===== src/rtl/icache_fetch.sv =====
// icache_fetch: direct-mapped, one-word-per-line instruction cache between fetch and mem_ctrl.
// Defining ICACHE_PERF_EN adds the hit_cnt_out / miss_cnt_out lookup counters.
module icache_fetch #(
  parameter int INDEX_W = 6,
  parameter int ADDR_W  = 18
) (
  input  logic        clk_in,
  input  logic        rst_in,
  input  logic        rdy_in,
  input  logic        fetch_valid_in,
  input  logic [31:0] fetch_pc_in,
  output logic        fetch_ready_out,
  input  logic        flush_in,
  output logic        inst_valid_out,
  output logic [31:0] inst_out,
  output logic [31:0] inst_pc_out,
  output logic        mem_req_out,
  output logic [31:0] mem_addr_out,
  input  logic        mem_done_in,
  input  logic [31:0] mem_data_in
`ifdef ICACHE_PERF_EN
  ,
  output logic [31:0] hit_cnt_out,
  output logic [31:0] miss_cnt_out
`endif
);

  localparam int LINES = 1 << INDEX_W;
  localparam int TAG_W = ADDR_W - INDEX_W - 2;

  typedef enum logic [1:0] {
    ST_IDLE = 2'd0,
    ST_MISS = 2'd1,
    ST_RESP = 2'd2
  } state_t;

  state_t             r_state;
  state_t             w_next_state;

  logic [LINES-1:0]   r_valid;
  logic [TAG_W-1:0]   r_tag  [LINES];
  logic [31:0]        r_data [LINES];

  logic [31:0]        r_pc;
  logic               r_flushed;
  logic               r_inst_valid;
  logic [31:0]        r_inst;
  logic [31:0]        r_inst_pc;
  logic               r_mem_req;
  logic [31:0]        r_mem_addr;
  logic               w_fetch_ready;

  logic [INDEX_W-1:0] w_idx;
  logic [INDEX_W-1:0] w_fill_idx;
  logic [TAG_W-1:0]   w_tag;
  logic [TAG_W-1:0]   w_fill_tag;
  logic               w_io;
  logic               w_fill_io;
  logic               w_hit;
  logic               w_accept;
  logic               w_done;
  logic               w_fill_we;

  assign w_idx      = fetch_pc_in[INDEX_W+1:2];
  assign w_tag      = fetch_pc_in[ADDR_W-1:INDEX_W+2];
  assign w_io       = (fetch_pc_in[ADDR_W-1:ADDR_W-2] == 2'b11);
  assign w_fill_idx = r_pc[INDEX_W+1:2];
  assign w_fill_tag = r_pc[ADDR_W-1:INDEX_W+2];
  assign w_fill_io  = (r_pc[ADDR_W-1:ADDR_W-2] == 2'b11);

  // IO addresses never hit, so they always go to memory and never allocate.
  assign w_hit      = r_valid[w_idx] && (r_tag[w_idx] == w_tag) && !w_io;
  assign w_accept   = (r_state == ST_IDLE) && fetch_valid_in && !flush_in;
  assign w_done     = (r_state == ST_MISS) && mem_done_in;
  assign w_fill_we  = rdy_in && w_done && !w_fill_io;

  assign fetch_ready_out = w_fetch_ready;
  assign inst_valid_out  = r_inst_valid;
  assign inst_out        = r_inst;
  assign inst_pc_out     = r_inst_pc;
  assign mem_req_out     = r_mem_req;
  assign mem_addr_out    = r_mem_addr;

  // State register, frozen while rdy_in is low.
  always_ff @(posedge clk_in or negedge rst_in) begin
    if (!rst_in) begin
      r_state <= ST_IDLE;
    end else if (rdy_in) begin
      r_state <= w_next_state;
    end else begin
      r_state <= r_state;
    end
  end

  // Next-state logic.
  always_comb begin
    w_next_state = r_state;
    case (r_state)
      ST_IDLE: begin
        if (w_accept && !w_hit) begin
          w_next_state = ST_MISS;
        end else begin
          w_next_state = ST_IDLE;
        end
      end
      ST_MISS: begin
        if (mem_done_in) begin
          w_next_state = ST_RESP;
        end else begin
          w_next_state = ST_MISS;
        end
      end
      ST_RESP: w_next_state = ST_IDLE;
      default: w_next_state = ST_IDLE;
    endcase
  end

  // State-decoded outputs.
  always_comb begin
    w_fetch_ready = 1'b0;
    case (r_state)
      ST_IDLE: w_fetch_ready = 1'b1;
      ST_MISS: w_fetch_ready = 1'b0;
      ST_RESP: w_fetch_ready = 1'b0;
      default: w_fetch_ready = 1'b0;
    endcase
  end

  // Request latch, memory request and response registers.
  always_ff @(posedge clk_in or negedge rst_in) begin
    if (!rst_in) begin
      r_pc         <= 32'd0;
      r_flushed    <= 1'b0;
      r_inst_valid <= 1'b0;
      r_inst       <= 32'd0;
      r_inst_pc    <= 32'd0;
      r_mem_req    <= 1'b0;
      r_mem_addr   <= 32'd0;
    end else if (rdy_in) begin
      r_inst_valid <= 1'b0;
      case (r_state)
        ST_IDLE: begin
          r_flushed <= 1'b0;
          if (w_accept) begin
            r_pc <= fetch_pc_in;
            if (w_hit) begin
              r_inst_valid <= 1'b1;
              r_inst       <= r_data[w_idx];
              r_inst_pc    <= fetch_pc_in;
            end else begin
              r_mem_req  <= 1'b1;
              r_mem_addr <= {fetch_pc_in[31:2], 2'b00};
            end
          end
        end
        ST_MISS: begin
          // The fill cannot be aborted; a flush only cancels the response pulse.
          if (flush_in) begin
            r_flushed <= 1'b1;
          end
          if (mem_done_in) begin
            r_mem_req <= 1'b0;
            r_inst    <= mem_data_in;
            r_inst_pc <= r_pc;
          end
        end
        ST_RESP: r_inst_valid <= !(flush_in || r_flushed);
        default: r_inst_valid <= 1'b0;
      endcase
    end
  end

  // Line valid bits; only reset clears them.
  always_ff @(posedge clk_in or negedge rst_in) begin
    if (!rst_in) begin
      r_valid <= '0;
    end else if (w_fill_we) begin
      r_valid[w_fill_idx] <= 1'b1;
    end
  end

  // Tag and data storage, written on fill completion.
  always_ff @(posedge clk_in) begin
    if (w_fill_we) begin
      r_tag[w_fill_idx]  <= w_fill_tag;
      r_data[w_fill_idx] <= mem_data_in;
    end
  end

`ifdef ICACHE_PERF_EN
  logic [31:0] r_hit_cnt;
  logic [31:0] r_miss_cnt;

  // Lookup counters, one increment per accepted request.
  always_ff @(posedge clk_in or negedge rst_in) begin
    if (!rst_in) begin
      r_hit_cnt  <= 32'd0;
      r_miss_cnt <= 32'd0;
    end else if (rdy_in && w_accept) begin
      if (w_hit) begin
        r_hit_cnt <= r_hit_cnt + 32'd1;
      end else begin
        r_miss_cnt <= r_miss_cnt + 32'd1;
      end
    end
  end

  assign hit_cnt_out  = r_hit_cnt;
  assign miss_cnt_out = r_miss_cnt;
`endif

endmodule


===== config.mk =====
export PLATFORM = sky130hd
export DESIGN_NAME = icache_fetch
export DESIGN_NICKNAME = d
export VERILOG_FILES = /design/src/rtl/icache_fetch.sv
export SDC_FILE = /design/constraint.sdc
export NUM_CORES = 2
export LEC_CHECK = 0
export ABC_AREA = 1
export BUFFER_PORTS_ARGS = -buffer_cell sky130_fd_sc_hd__buf_2
export CAP_MARGIN = 20
export CORE_MARGIN = 3
export CORE_UTILIZATION = 25
export DETAILED_ROUTE_END_ITERATION = 8
export SLEW_MARGIN = 20
export SYNTH_ARGS = -nofsm -noshare
export SYNTH_HDL_FRONTEND = slang
export SYNTH_SLANG_ARGS = --single-unit

===== constraint.sdc =====
create_clock -name clk_in -period 9.2 [get_ports clk_in]
set_clock_uncertainty 0.1 [all_clocks]
set_input_delay 1.84 -clock clk_in [delete_from_list [all_inputs] [get_ports clk_in]]
set_output_delay 1.84 -clock clk_in [all_outputs]
set_load 0.02 [all_outputs]

==> results.txt <==
----------------------------------------------------
[STA]
  Final max-slew violation count ... 0
  Hold_ws ... 0.3540 ns
  Number of failing hold endpoints at the final stage ... 0
  Crit path time final ... 6.383 ns
  Worst-margin pin slew ... 1.191 ns
  Unrepaired setup endpoints after global routing ... no
  Setup Total Neg Slack ... 0 ns
  Final clock period utilization by the worst path ... 69.38%
  Fmax ... 156.7 MHz
  Count of endpoints failing setup in the final report ... 0
  Worst slew margin relative to its limit ... 20.58%

[Logic synthesis]
  Yosys reg bits ... 2883
  Number of enable-type register cells in the synthesized netlist ... 2688
  Share of the synthesized area in the top cell type ... 70.73%
  Top FF cell, synth ... sky130_fd_sc_hd__edfxtp_1
  Largest area contributor in the synthesized netlist ... sky130_fd_sc_hd__edfxtp_1
  Post-synthesis cell area ... 114100 µm²
  Cell with the most instances after synthesis ... sky130_fd_sc_hd__edfxtp_1
  Most frequent cells after synthesis ... sky130_fd_sc_hd__edfxtp_1 (2688), sky130_fd_sc_hd__o21ai_0 (1326), sky130_fd_sc_hd__nor2_1 (1310), sky130_fd_sc_hd__nand2_1 (1126), sky130_fd_sc_hd__nand3_1 (809)
  Post-synth cell types ... 33
  Syn avg cell area ... 12.68 µm²
  Sequential-to-total area share from yosys stat ... 75.01%
  Yosys warnings ... 0
  Number of cells produced by synthesis ... 8997
  Area contributors post-synth ... sky130_fd_sc_hd__edfxtp_1 (71%), sky130_fd_sc_hd__o21ai_0 (5.8%), sky130_fd_sc_hd__nor2_1 (4.3%)
  FFs w/ async S/R, synth ... 6.764%

[Cells and area]
  Growth of design area from synthesis to finish ... 14.92%
  Core occupancy in the finished layout ... 28.91%
  Cell area after layout ... 131100 µm²
  Ratio of cells with drive above 1 in the final layout ... 10.03%
  Number of nets in the finished design ... 9100

[Power]
  IR drop worst, VDD ... 0.1760 mV
  Pwr per Cell Area ... 224.6 nW/µm²
  LEAKAGE ... 43.03 nW

[CTS]
  Worst-Skew Late Latency ... 0.86 ns
  Number of buffers on the longest clock path ... 4
  TritonCTS clock tree ... done
  Cell at the root of the clock tree ... sky130_fd_sc_hd__clkbuf_16
  Post-CTS resize count ... 0
  # clock sinks ... 2883
  Clock-pin slew on the worst setup and hold paths ... 0.06 ns
  Number of hold buffers added after cts ... 0
  Setup Buffers After CTS ... 0
  Num CTS Buffers ... 293
  Number of levels in the clock H-tree ... 5

[Route]
  Initial detailed-routing violation count ... 10560
  Routed length per placed instance ... 24.08 µm
  Detailed-route vias per instance ... 5.001
  DRC Markers ... 0
  Number of routed nets with antenna violations ... 0
  Final routed wirelength across all metal layers ... 367.0 mm
  Number of detailed-routing iterations run before antenna repair ... 7
  Routed vias ... 76210

[GRT]
  Number of global-route vias before repair ... 69720
  Global-route total usage across every layer ... 15.09%
  Largest net degree at the start of global routing ... 237
  Global-route wire length before repair ... 519.2 mm
  Overall overflow remaining after global route ... 0
  Antenna violations before repair ... 32

[Worst setup path]
  Maximum fanout along the worst path ... 70
  Crit start category ... input port
  Worst Reg2Reg Path Length in Cells ... 5
  Crit end category ... flip-flop
  Required arrival time at the worst endpoint ... 9.89 ns
  Setup CP Type ... input port to flip-flop
  Arrival time at the worst endpoint ... 7.08 ns

[Min path]
  Count of cells along the worst hold path ... 2
  Hold crit path type ... flip-flop to flip-flop

[Place]
  Total of buffers placed on input and output ports ... 166
  Instance area after placement ... 121900 µm²
  Gpl congestion ... 0.7953
  Final HPWL DP ... 191.7 mm

[Die]
  Number of I/O pins ... 169
  Effective utilization at floorplan ... 25.15%
  Number of rows in the core area ... 247
  Die area ... 464600 µm²
  Vertical die dimension ... 681.6 µm
  Die outline width ... 681.6 µm
  Placeable core area ... 453700 µm²

[Job]
  Max cap viols ... 0

[Outcome]
  Run status ... completed

----------------------------------------------------
[cells in the final DEF (no fill, tap or decap), drive strengths merged, types with 8 or more instances in the layout]
| cell type | Yosys | final |
|---|---|---|
| clkbuf | 334 | 382 |
| or2 | 62 | 62 |
| nor2 | 1310 | 1310 |
| o211ai | 18 | 18 |
| buf | 314 | 385 |
| nand4 | 8 | 8 |
| bufinv | 0 | 18 |
| diode | 0 | 9 |
| nand2 | 1128 | 1128 |
| o32ai | 12 | 12 |
| a21oi | 30 | 30 |
| clkinv | 2 | 105 |
| edfxtp | 2688 | 2688 |
| o21ai | 1394 | 1394 |
| o22ai | 487 | 487 |
| dfrtp | 195 | 195 |
| o221ai | 88 | 88 |
| nand3 | 810 | 810 |
| a31oi | 25 | 25 |
| inv | 80 | 94 |
[worst paths after layout]
kind                               endpoint      startpoint  slack, ns
hold reg to reg                 r_valid[12]     r_valid[12]       0.35
max in group asynchronous          r_pc[10]          rst_in       6.54
setup reg to reg               r_tag[52][4]        r_pc[17]       4.23
setup / recovery               inst_out[11]  fetch_pc_in[3]       2.82
min in group asynchronous  mem_addr_out[19]          rst_in       0.91
hold / removal                  r_valid[12]     r_valid[12]       0.35
[power breakdown]
group          total [W]  switching, W  internal (W)
Clock             0.0116       0.00501       0.00661
Combinational    0.00262       0.00199      0.000624
Sequential        0.0152      0.000361        0.0149
[worst max-delay path, stage by stage]
cell                      delay, ns
sky130_fd_sc_hd__buf_8         0.42
sky130_fd_sc_hd__buf_4         0.85
sky130_fd_sc_hd__buf_4         0.72
sky130_fd_sc_hd__nand3_1       0.15
sky130_fd_sc_hd__nand3_1       0.12
sky130_fd_sc_hd__nand3_1       0.11
sky130_fd_sc_hd__nand3_1       0.19
sky130_fd_sc_hd__nand3_1       0.12
sky130_fd_sc_hd__nand2_1       0.09
sky130_fd_sc_hd__nand2_1       0.05
sky130_fd_sc_hd__nand2_1       0.07
sky130_fd_sc_hd__nand2_1       0.05
sky130_fd_sc_hd__nor2_1        0.42
sky130_fd_sc_hd__nand3_1       0.25
sky130_fd_sc_hd__nand2_4       0.24
sky130_fd_sc_hd__buf_4         0.76
sky130_fd_sc_hd__nand3_1       0.19
sky130_fd_sc_hd__nand2_1       0.13
[layout make-up]
type	instances	area, µm²
antenna	9	22.52
timing repair buffer	385	2909
fill	45670	322500
sequential	2883	85620
multi-input combinational	5385	25620
inverter	82	354.1
tap	5976	7477
clock inverter	138	1186
clock buffer	382	7956
[kinds of logic (layout without fill, tap and decap cells)]
family | count (synthesis) | count (layout) | synth area share (%)
xor gates and xnor gates | 1 | 1 | 0.007677
other | 1 | 11 | 0.003286
buffers and inverters | 730 | 987 | 3.002
DFF | 2883 | 2883 | 75.01
AOI/OAI and AO/OA | 2061 | 2061 | 9.995
and+or+nand+nor | 3321 | 3321 | 11.98
[per-stage QoR]
stage	total power, W	setup WS (ns)	std cells
2_1_floorplan	0.01677	3.951	8998
3_3_place_gp	0.01809	2.256	14700
3_5_place_dp	0.01812	2.233	14710
4_1_cts	0.02960	3.126	15230
5_1_grt	0.03037	2.804	15230
6_report	0.02946	2.817	15240
[state kept, by name, indices dropped and copies added (netlist names), 2 cells and up]
signal	cells
r_pc	32
r_tag	640
inst_out	32
mem_addr_out	30
r_valid	64
inst_pc_out	32
r_data	2048
r_state	2
[per-layer routing]
layer	part of all wire (%)	vias up	GRT usage, %
li1	-	33090	-
met3	11	681	3.230
met4	3.2	22	4.518
met5	0.040	-	0
met1	41	38220	21.18
met2	45	4193	23.32
Note: power is estimated with default switching activity, not from simulation.
